==> src/rtl/clk_sel_pkg.sv <==
// clk_sel_pkg: constants and FSM state type shared by the clock-select transmitter and receiver.
// Rev 1.0
`default_nettype none

package clk_sel_pkg;

   localparam int   CLK_SEL_PAYLOAD_BITS = 4;
   localparam logic CLK_SEL_START_LEVEL  = 1'b1;
   localparam logic CLK_SEL_IDLE_LEVEL   = 1'b0;

   typedef enum logic [2:0] {
      ST_IDLE   = 3'd0,
      ST_START  = 3'd1,
      ST_DATA   = 3'd2,
      ST_PARITY = 3'd3,
      ST_GAP    = 3'd4
   } clk_sel_state_e;

endpackage

`default_nettype wire

==> src/rtl/clk_sel_bit_timer.sv <==
// clk_sel_bit_timer: BIT_CYCLES cycle counter with bit-end and look-ahead mid/pre-end pulses.
// Rev 1.0
`default_nettype none

module clk_sel_bit_timer #(
   parameter int BIT_CYCLES = 4
) (
   input  logic CLK,
   input  logic RESETn,
   input  logic restart_i,
   output logic bit_end_o,
   output logic bit_mid_o,
   output logic bit_pre_end_o
);

   localparam logic [7:0] C_LAST    = 8'(BIT_CYCLES - 1);
   localparam logic [7:0] C_MID_PRE = 8'(BIT_CYCLES / 2 - 1);
   localparam logic [7:0] C_PRE_END = 8'(BIT_CYCLES - 2);

   logic [7:0] cnt_q;

   always_ff @(posedge CLK or negedge RESETn) begin
      if (!RESETn) begin
         cnt_q <= 8'd0;
      end else if (restart_i || (cnt_q == C_LAST)) begin
         cnt_q <= 8'd0;
      end else begin
         cnt_q <= cnt_q + 8'd1;
      end
   end

   // Mid and pre-end fire one cycle early so registered consumers land on the exact cycle.
   assign bit_end_o     = (cnt_q == C_LAST);
   assign bit_mid_o     = (cnt_q == C_MID_PRE);
   assign bit_pre_end_o = (cnt_q == C_PRE_END);

endmodule

`default_nettype wire

==> src/rtl/clk_sel_tx.sv <==
// clk_sel_tx: framed, bit-timed serial transmitter for clock-select requests.
// Rev 1.0 -- optional even-parity bit enabled by defining CLK_SEL_TX_PARITY_EN.
`default_nettype none

module clk_sel_tx
   import clk_sel_pkg::*;
#(
   parameter int BIT_CYCLES = 4,
   parameter int GAP_BITS   = 2
) (
   input  logic       CLK,
   input  logic       RESETn,
   input  logic       REQ_VALID,
   output logic       REQ_READY,
   input  logic       REQ_MASTER_SEL,
   input  logic [2:0] REQ_DESIGN_SEL,
   output logic       DATA_OUT,
   output logic       STROBE_OUT,
   output logic       BUSY,
   output logic       DONE
);

   localparam logic [3:0] C_GAP_LAST = (GAP_BITS > 0) ? 4'(GAP_BITS - 1) : 4'd0;

   clk_sel_state_e                  state_q;
   logic [CLK_SEL_PAYLOAD_BITS-1:0] sr_q;
   logic [1:0]                      idx_q;
   logic [3:0]                      gap_q;
   logic                            data_q, strobe_q, busy_q, done_q, ready_q;
`ifdef CLK_SEL_TX_PARITY_EN
   logic                            par_q;
`endif

   logic bit_end, bit_mid, bit_pre_end;
   logic tx_last, last_period, accept;

`ifdef CLK_SEL_TX_PARITY_EN
   assign tx_last = (state_q == ST_PARITY);
`else
   assign tx_last = (state_q == ST_DATA) && (idx_q == 2'd3);
`endif
   assign last_period = (GAP_BITS == 0) ? tx_last
                                        : ((state_q == ST_GAP) && (gap_q == C_GAP_LAST));

   // A request waiting at the end of a frame is taken in the frame's last cycle for back-to-back.
   assign accept = REQ_VALID && (ready_q || (bit_end && last_period));

   clk_sel_bit_timer #(.BIT_CYCLES(BIT_CYCLES)) u_timer (
      .CLK           (CLK),
      .RESETn        (RESETn),
      .restart_i     (accept),
      .bit_end_o     (bit_end),
      .bit_mid_o     (bit_mid),
      .bit_pre_end_o (bit_pre_end)
   );

   always_ff @(posedge CLK or negedge RESETn) begin
      if (!RESETn) begin
         state_q  <= ST_IDLE;
         sr_q     <= '0;
         idx_q    <= 2'd0;
         gap_q    <= 4'd0;
         data_q   <= CLK_SEL_IDLE_LEVEL;
         strobe_q <= 1'b0;
         busy_q   <= 1'b0;
         done_q   <= 1'b0;
         ready_q  <= 1'b0;
`ifdef CLK_SEL_TX_PARITY_EN
         par_q    <= 1'b0;
`endif
      end else begin
         strobe_q <= bit_mid && ((state_q == ST_START) || (state_q == ST_DATA) ||
                                 (state_q == ST_PARITY));
         done_q   <= bit_pre_end && last_period;
         if (accept) begin
            state_q <= ST_START;
            sr_q    <= {REQ_MASTER_SEL, REQ_DESIGN_SEL};
            idx_q   <= 2'd0;
            gap_q   <= 4'd0;
            data_q  <= CLK_SEL_START_LEVEL;
            busy_q  <= 1'b1;
            ready_q <= 1'b0;
`ifdef CLK_SEL_TX_PARITY_EN
            par_q   <= ^{REQ_MASTER_SEL, REQ_DESIGN_SEL};
`endif
         end else if (bit_end && last_period) begin
            state_q <= ST_IDLE;
            data_q  <= CLK_SEL_IDLE_LEVEL;
            busy_q  <= 1'b0;
            ready_q <= 1'b1;
         end else if (bit_end) begin
            case (state_q)
               ST_START, ST_DATA: begin
                  if ((state_q == ST_DATA) && (idx_q == 2'd3)) begin
`ifdef CLK_SEL_TX_PARITY_EN
                     state_q <= ST_PARITY;
                     data_q  <= par_q;
`else
                     state_q <= ST_GAP;
                     data_q  <= CLK_SEL_IDLE_LEVEL;
`endif
                  end else begin
                     state_q <= ST_DATA;
                     idx_q   <= (state_q == ST_START) ? 2'd0 : idx_q + 2'd1;
                     data_q  <= sr_q[0];
                     sr_q    <= {1'b0, sr_q[CLK_SEL_PAYLOAD_BITS-1:1]};
                  end
               end
               ST_PARITY: begin
                  state_q <= ST_GAP;
                  data_q  <= CLK_SEL_IDLE_LEVEL;
               end
               ST_GAP: begin
                  gap_q <= gap_q + 4'd1;
               end
               default: begin
                  ready_q <= 1'b1;
               end
            endcase
         end else if (state_q == ST_IDLE) begin
            ready_q <= 1'b1;
         end
      end
   end

   assign DATA_OUT   = data_q;
   assign STROBE_OUT = strobe_q;
   assign BUSY       = busy_q;
   assign DONE       = done_q;
   assign REQ_READY  = ready_q;

endmodule

`default_nettype wire

==> config.mk <==
export PLATFORM = sky130hd
export DESIGN_NAME = clk_sel_tx
export DESIGN_NICKNAME = d
export VERILOG_FILES = /design/src/rtl/clk_sel_pkg.sv /design/src/rtl/clk_sel_bit_timer.sv /design/src/rtl/clk_sel_tx.sv
export SDC_FILE = /design/constraint.sdc
export NUM_CORES = 1
export LEC_CHECK = 0
export CAP_MARGIN = 20
export CORE_MARGIN = 10
export CORE_UTILIZATION = 25
export CTS_CLUSTER_SIZE = 20
export DETAILED_ROUTE_END_ITERATION = 16
export GPL_ROUTABILITY_DRIVEN = 0
export PLACE_DENSITY = 0.5
export SYNTH_ARGS = -nofsm -noshare
export SYNTH_HDL_FRONTEND = slang
export SYNTH_SLANG_ARGS = --single-unit
==> constraint.sdc <==
create_clock -name CLK -period 1.8 [get_ports CLK]
set_input_delay 0.18 -clock CLK [delete_from_list [all_inputs] [get_ports CLK]]
set_output_delay 0.18 -clock CLK [all_outputs]
set_load 0.01 [all_outputs]
==> results.toml <==
[synth]
post_synth_num_cell_types = 38
syn_inst = 125
synth_seq_area_share_pct = 47.97
synth_enable_flop_cells = 0
synth_nets = 138
ys_warn_count = 0
ys_seq_elements = 26
syn_area_per_cell_um2 = 10.85
synthTopCellsByArea = "dfrtp_1 (48%), mux2_2 (5.8%), ha_1 (5.5%)"
synthesis.area_um2 = 1356
synth_top_area_cell = "dfrtp_1"
async_reset_ff_share_pct = 100.0
dominantRegCellSynth = "dfrtp_1"
synth_largest_type_area_fraction_pct = 47.97

[power]
power.switching_mw = 0.9370
switching_share_pct = 34.75
clock_power_share_pct = 14.1
combinationalPowerShare_pct = 52.7
p_seq_share_pct = 33.2
ir_drop_v = 0.0003825
cellLeakagePower_nw = 0.8847
finalPower_mw = 2.696
power_per_cell_area_nw_per_um2 = 1431
power.internal_mw = 1.759

[clocking]
clkLatencyLatePin_ps = 270
tritoncts = "done"
cts_hold_repair.buffers = 0
clk_path_buf_depth = 2
tritoncts.num_buffers = 3
ctsRootBufferMaster = "clkbuf_8"
cts-htree-levels = 1
clock_sinks = 26
clkTransAtPathRegs_ps = 90

[setup_path]
timing.critical_path.from_type = "flip-flop"
worst-path-max-fanout = 6
timing.critical_path.slowest_cell_delay_ps = 360
worst_path_max_delay_cell = "dfrtp_1"
arrival_ps = 2000
timing.reg2reg.setup_slack_ps = -40
critPathTopFamily = "compound AO/OA/AOI/OAI gates"
critical_path.endpoint_type = "flip-flop"
r2r_end = "idx_q[0]"
worst_reg_to_reg_path_cell_count = 6
worstPathBufferInverterCount = 1
worst_ep_required_time_ps = 1960
regToRegStartpoint = "gap_q[1]"
timing.setup.critical_path_class = "flip-flop to flip-flop"
cp_cell_instances = "inv_1 > ha_2 > and3_4 > a221o_1 > a21oi_4 > mux2_4"

[grt]
overflow_after_grt = 0
grt_start_max_net_pins = 27
antenna_found_initial = 0
busiest_layer = "met2"
global_route.usage.met1_pct = 8.755
groute.layer.met2.usage_pct = 12.41
grt.total_usage_pct = 7.266
number_of_global_route_vias_before_repair = 1132
grtUsageMet3_pct = 1.039
grt_first_pass_wirelength_um = 5175

[layout]
filler_cell_count = 526
design.final.nets = 179
final_area_um2 = 1884
layout-drive-gt1-share_pct = 32.73
final_cell_mix = "buf_4 (27), dfrtp_1 (26), nor2_1 (19)"
finish.cell_count_without_fillers = 235
flow.area_growth_from_synthesis_pct = 38.93
layout_commonest_cell = "buf_4"
antenna_cells_inserted = 0

[floorplanning]
fp.coreArea_um2 = 5172
num_io_pins = 12
die_w_um = 93.66
initial_core_util_pct = 26.22
floorplan.die_area_um2 = 8771
num_rows = 26
die-height_um = 93.66

[place]
hpwl_after_detailed_placement_um = 2285
place_inst = 228
port_buffers = 11
place_ws_ps = -86.02
dpl-instance-area_um2 = 1753

[drt]
vias_per_cell = 4.523
post-route-drc-count = 0
totalWireLength_um = 2992
detailed_route_wire_length_per_cell_um = 12.73
vias = 1063
drt_iter0_drc = 39
antenna_violating_nets_post_route = 0
first_pass_iters = 2

[timing]
max_clock_freq_ghz = 0.5431
final_hold_vio_count = 0
worst-slew-pin-transition_ps = 354.8
period_needed_ps = 1841
setup_viol = 5
min_period_over_period_pct = 102.3
fin_tns_setup_ps = -198.6
timing.final.ws_setup_ps = -41.19
rsz0062_at_grt = "true"
fin_worst_skew_ps = 4.987
maxSlewHeadroom_pct = 76.29
timing.final.max_slew_violations = 0

[job]
cap_violations = 0

[run_status]
failing_checks = "setup timing"
run_status = "finished with violations"

[hold_path]
min_path_type = "input port to async pin"
[timing repair]
action                     4_1_cts  5_1_grt
setup buffers                    0        3
pin swaps                        0        5
gates resized for setup          1       13
setup endpoints to repair        5       11
[cell families after synthesis]
logic type               synth area share, %
XOR/XNOR                               3.875
AND/OR/NAND/NOR                        20.39
adder cells (fa/ha/maj)                5.535
flip-flops                             47.97
AO/OA/AOI/OAI                          11.26
multiplexers                           8.118
buffers and inverters                  2.859
[sequential cells by signal, summed over array words and instances (netlist names), 2 cells and up]
| register | cells |
|---|---|
| sr_q | 4 |
| gap_q | 4 |
| u_timer.cnt_q | 8 |
| idx_q | 2 |
| state_q | 3 |
[metrics by stage]
step                      hold WS (ps)  utilization (%)
after global placement           490.5            33.89
final                            278.1            36.43
after detailed placement         501.9            33.89
after CTS                        287.2            35.05
after floorplan                 -115.6                -
after global routing             323.4            36.43
[cell type report]
type | instances | area, µm² | share of cell area (%)
Multi-Input combinational cell | 92 | 748.2 | 39.71
Sequential cell | 26 | 650.6 | 34.53
Timing Repair Buffer | 39 | 327.8 | 17.40
Tap cell | 70 | 87.58 | 4.648
Clock buffer | 4 | 55.05 | 2.922
Inverter | 4 | 15.01 | 0.7968
[worst max-delay path by stage]
stage / startpoint / end / slack, ps / cells past startpoint
final: gap_q[1] / idx_q[0] / -40 / 6
after global routing: u_timer.cnt_q[4] / sr_q[0] / -120 / 5
after CTS: gap_q[1] / idx_q[0] / -50 / 6
after detailed placement: REQ_VALID / gap_q[0] / -90 / 6
after global placement: REQ_VALID / gap_q[0] / -40 / 6
after floorplan: state_q[2] / idx_q[0] / -100 / 6
[Yosys cell counts (all sizes together) (2+ instances only)]
cell and number:
buf 3, nor4 3, a22o 2, a21oi 3, nor2b 3, nor3 3, dfrtp 26, xor2 5
mux2i 2, nor2 19, nor3b 3, a221o 2, inv 4, ha 6, a31o 2, nand3 8
and3 5, mux2 8, o21ai 3, nand2 4
[layer usage]
| metal | share of wire [%] | routed length, µm | up-vias |
|---|---|---|---|
| li1 | - | - | 522 |
| met1 | 45 | 1337 | 533 |
| met2 | 52 | 1550 | 6 |
| met3 | 2.1 | 64 | 2 |
| met4 | 1.3 | 39 | 0 |
| met5 | 0 | 0 | - |
[power by group through the flow]
stage          clock network, mW  logic (mW)  registers (mW)
2_1_floorplan                  0       0.759           0.956
6_report                   0.380        1.42           0.896
3_5_place_dp                   0        1.32           0.911
5_1_grt                    0.422        1.59           0.919
3_3_place_gp                   0        1.30           0.899
4_1_cts                    0.401        1.33           0.899
Note: power is estimated with default switching activity, not from simulation.
==> patch 1 (same settings) <==
The option `CLK_SEL_TX_PARITY_EN` is turned on by a define.
--- a/src/rtl/clk_sel_tx.sv
+++ b/src/rtl/clk_sel_tx.sv
@@ -1,6 +1,8 @@
 // clk_sel_tx: framed, bit-timed serial transmitter for clock-select requests.
 // Rev 1.0 -- optional even-parity bit enabled by defining CLK_SEL_TX_PARITY_EN.
 `default_nettype none
+
+`define CLK_SEL_TX_PARITY_EN
 
 module clk_sel_tx
    import clk_sel_pkg::*;
Check against the original RTL: no difference found for any inputs over 10 cycles, from zero or initial values and one cycle with RESETn low; that may be too few to reach the edited logic, so the function may still have changed.
==> patch 1 against the original RTL <==
  * The flow still finishes with violations (setup timing)
  * Maximum frequency fell by 5.9%
  * Combinational power grew 25%
  * Wire length grew 14%
  * Cell count rose by 16%
  * Worst setup slack got worse by 0.12 ns
  * Final area grew 15%
  * Via count increased by 12%
  * Area after synthesis up 7.1%
  * Global-route usage grew 0.20 points
  * Total power is 15% higher
  * Clock power shrank 9.2%
  * Clock skew increased by 0.0012 ns
  * Sequential cell count up 1
  * Worst hold slack better by 0.0019 ns
  * Critical path type unchanged
  * Highest routed layer unchanged
==> patch 1: results (changes against the original RTL) <==
| Metric | Value |
|---|---|
| Status | finished, violations left |
| Failing checks | setup timing |
| End point of the critical path | idx_q[1] |
| DR iter-0 viols | 97 (+150%) |
| Worst setup path startpoint | u_timer.cnt_q[7] |
| Nets | 215 (+20%) |
| Vias in the first global route | 1264 (+12%) |
| Post-DP HPWL | 2550 µm (+12%) |
| Leakage power | 0.00104 µW (+17%) |
| Number of distinct library cells after synthesis | 39 (+2.6%) |
| Final setup margin | -0.156 ns (-0.115 ns) |
| Drt total wl | 3420 µm (+14%) |
| R2R cell count | 7 (+1) |
| VDD IR max | 0.416 mV (+8.7%) |
| Post-synth net total | 151 (+9.4%) |
| Synth area leaders | dfrtp_1, mux2_2, ha_1 |
| Final setup fails | 13 (+8) |
| Largest net degree at the start of global routing | 28 (+3.7%) |
| CP peak stage delay | 0.42 ns (+0.06 ns) |
| Share of cells above drive strength 1 | 39.8% (+7.1 points) |
| Gr usage total | 7.46% (+0.20 points) |
| Seq/Total Area, Yosys | 46.5% (-1.5 points) |
| Vias per cell | 4.36 (-3.7%) |
| WP data arrival | 2.12 ns (+0.12 ns) |
| Top cells by count, synth | dfrtp_1, nor2_1, nand2_1, mux2_2, nand3_1 |
| First-pass GRT wire length | 5550 µm (+7.2%) |
| Max-slew headroom | 76.3% (about the same) |
## patch 1: timing repair
item,in CTS,in global routing
resized for setup,4,22
pin swaps,1,5
cloned,0,1
setup endpoints to repair,12,14
setup buffers,3,13
## patch 1: stage by stage
step	utilization (%)	instances	setup WS [ns]	cell area, µm²
2_1_floorplan	-	138	-0.211	1470
3_3_place_gp	34.1	252	-0.137	1900
3_5_place_dp	34.1	252	-0.219	1900
4_1_cts	35.7	259	-0.169	1990
5_1_grt	39.0	273	-0.259	2170
6_report	39.0	273	-0.156	2170
## patch 1: logic make-up after synthesis
family,share of synthesized area (%)
compound gates,10.8
xor+xnor,5.43
fa+ha+maj,5.17
buf+inv,2.58
flops,46.5
mux,8.44
simple gates,21.1
## patch 1: worst min-delay path by stage
stage | start | endpoint | slack, ns
after floorplan | RESETn | BUSY | -0.12
final | RESETn | gap_q[2] | 0.28
after detailed placement | BUSY | BUSY | 0.48
after CTS | RESETn | u_timer.cnt_q[3] | 0.29
after global placement | sr_q[1] | sr_q[1] | 0.48
after global routing | RESETn | gap_q[2] | 0.31
## patch 1: critical path: cells and delay by family, from the launching register on
kind	cells	cell delay, ns
multiplexers	1	0.26
AO/OA/AOI/OAI	1	0.35
buffers and inverters	2	0.30
AND/OR/NAND/NOR	3	0.52
flip-flops	1	0.42
## patch 1: layer usage
metal | share of wire (%) | vias up | track usage [%]
li1 | - | 610 | -
met1 | 47 | 569 | 9.17
met2 | 49 | 8 | 12.6
met3 | 2.6 | 2 | 0.934
met4 | 1.4 | 0 | 3.69
met5 | 0 | - | 0
## patch 1: area by class of cell
class	instances	area [µm²]
clock buffer	4	45.0
fill	561	3400
inverter	6	22.5
multi-input combinational	103	831
sequential	27	676
tap	72	90.1
timing repair buffer	61	508
## patch 1: report_power, final
group / leakage (µW) / internal [µW] / switching [µW]
Clock: 0.0000228 / 158 / 186
Combinational: 0.000678 / 1000 / 764
Sequential: 0.000336 / 833 / 162
Total: 0.00104 / 1990 / 1110
==> patch 2 (same settings) <==
Made on the original files. Reset style: synchronous (`RESETn`), changed in 2 clocked blocks.
--- a/src/rtl/clk_sel_bit_timer.sv
+++ b/src/rtl/clk_sel_bit_timer.sv
@@ -19,7 +19,7 @@
 
    logic [7:0] cnt_q;
 
-   always_ff @(posedge CLK or negedge RESETn) begin
+   always_ff @(posedge CLK) begin
       if (!RESETn) begin
          cnt_q <= 8'd0;
       end else if (restart_i || (cnt_q == C_LAST)) begin
--- a/src/rtl/clk_sel_tx.sv
+++ b/src/rtl/clk_sel_tx.sv
@@ -54,7 +54,7 @@
       .bit_pre_end_o (bit_pre_end)
    );
 
-   always_ff @(posedge CLK or negedge RESETn) begin
+   always_ff @(posedge CLK) begin
       if (!RESETn) begin
          state_q  <= ST_IDLE;
          sr_q     <= '0;
Formal check against the unedited RTL: differs if RESETn is asserted again (counterexample within 4 cycles, from zero or initial values and one cycle with RESETn low); with RESETn held inactive, the same outputs for 10 cycles.
==> patch 2 against the original RTL <==
  * Final area down 12%
  * Worst hold slack better by 0.19 ns
  * Highest routed layer is now met3
  * Die area down 2.5%
  * Synthesized cell count up 8.8%
  * Worst setup slack better by 0.12 ns
  * Area after synthesis down 3.2%
  * Wire length down 4.3%
  * Sequential share of layout area down 2.9 points
  * Sequential cell count unchanged
Power is not compared: it rests on default switching activity, and its combinational part moved more than twofold at a synthesized area within 25%.
==> patch 2: results (changes against the original RTL) <==
| Metric | Value |
|---|---|
| Status | complete, no violations |
| Main synth FF type | dfxtp_1 |
| TritonRoute pass-1 iters | 4 (+2) |
| First-pass GRT wire length | 4950 µm (-4.4%) |
| FFs w/ async S/R, synth | 0% (-100 points) |
| Share of cells above drive strength 1 | 19.6% (-13 points) |
| Post-DP HPWL | 2250 µm (-1.7%) |
| Drt total wl | 2860 µm (-4.3%) |
| Synth area leaders | dfxtp_1, a21oi_1, ha_1 |
| Vias per cell | 4.61 (+1.8%) |
| Hold Crit Class | reg -> reg |
| Post-synth net total | 149 (+8.0%) |
| Hold WS | 0.463 ns (+0.185 ns) |
| Gr usage total | 6.94% (-0.33 points) |
| Top cells by count, synth | dfxtp_1, a21oi_1, nor2_1, inv_1 |
| Nets | 172 (-3.9%) |
| R2r setup slk | 0.08 ns (+0.12 ns) |
| Clk Latency, worst-skew pair | 0.27 ns (about the same) |
| Post-CTS setup buffers | 0 (unchanged) |
| Largest net degree at the start of global routing | 15 (-44%) |
| Clock Skew | 0.00647 ns (+0.00149 ns) |
| WP data arrival | 1.93 ns (-0.07 ns) |
| Vias in the first global route | 1043 (-7.9%) |
| Max-slew headroom | 77.0% (+0.69 points) |
| Number of distinct library cells after synthesis | 46 (+21%) |
| CP max FO | 8 (+2) |
| DR iter-0 viols | 57 (+46%) |
| FILL cells | 545 (+3.6%) |
patch 2: what timing repair did:
| item | CTS | global route |
|---|---|---|
| endpoints found under the hold margin | 0 | 0 |
| resized for setup | 0 | 2 |
| hold buffers | 0 | 0 |
| endpoints found under the setup margin | 0 | 4 |
patch 2: layout make-up:
type	instances	share of cell area [%]
Sequential cell	26	31.6
Tap cell	70	5.30
Clock buffer	4	3.33
Inverter	8	1.82
Timing Repair Buffer	23	12.9
Multi-Input combinational cell	97	45.1
patch 2: through the flow:
stage | cells | cell area, µm² | worst slack (ns)
finish | 228 | 1650 | 0.0833
CTS | 228 | 1640 | 0.0876
global route | 228 | 1650 | 0.00400
floorplan | 136 | 1320 | 0.00645
detailed placement | 224 | 1590 | 0.102
global placement | 224 | 1590 | 0.146
patch 2: cell families after synthesis:
kind of cell	count (synthesis)	share of synthesized area, %
AO/OA/AOI/OAI	38	20.3
XOR/XNOR	6	4.00
adder cells (fa/ha/maj)	6	5.72
buffers and inverters	13	4.96
flip-flops	26	39.7
multiplexers	3	2.29
AND/OR/NAND/NOR	44	23.1
patch 2: final timing paths:
| kind | start | to | cells after the start |
|---|---|---|---|
| setup / recovery | state_q[2] | gap_q[3] | 4 |
| hold / removal | idx_q[1] | idx_q[1] | 2 |
| hold reg to reg | idx_q[1] | idx_q[1] | 2 |
| setup reg to reg | state_q[2] | gap_q[3] | 4 |
patch 2: per-layer routing:
layer / global-route usage [%] / up-vias / share of wire (%)
met5: 0 / - / 0
met4: 1.54 / 0 / 0
met3: 2.18 / 0 / 2.5
met2: 11.8 / 10 / 52
met1: 8.36 / 508 / 46
li1: - / 532 / -
patch 2: power groups by stage:
stage | registers, µW | logic, µW | clock network (µW)
floorplan | 626 | 80.8 | 0
global placement | 628 | 148 | 0
detailed placement | 628 | 151 | 0
CTS | 615 | 152 | 392
global route | 618 | 168 | 418
finish | 615 | 151 | 376
patch 2: worst max-delay path: stages, from the launching register on:
cell and delay [ns]:
dfxtp_1 0.53, nor3b_4 0.36, nand2b_1 0.15, or4_1 0.48, a21oi_1 0.15
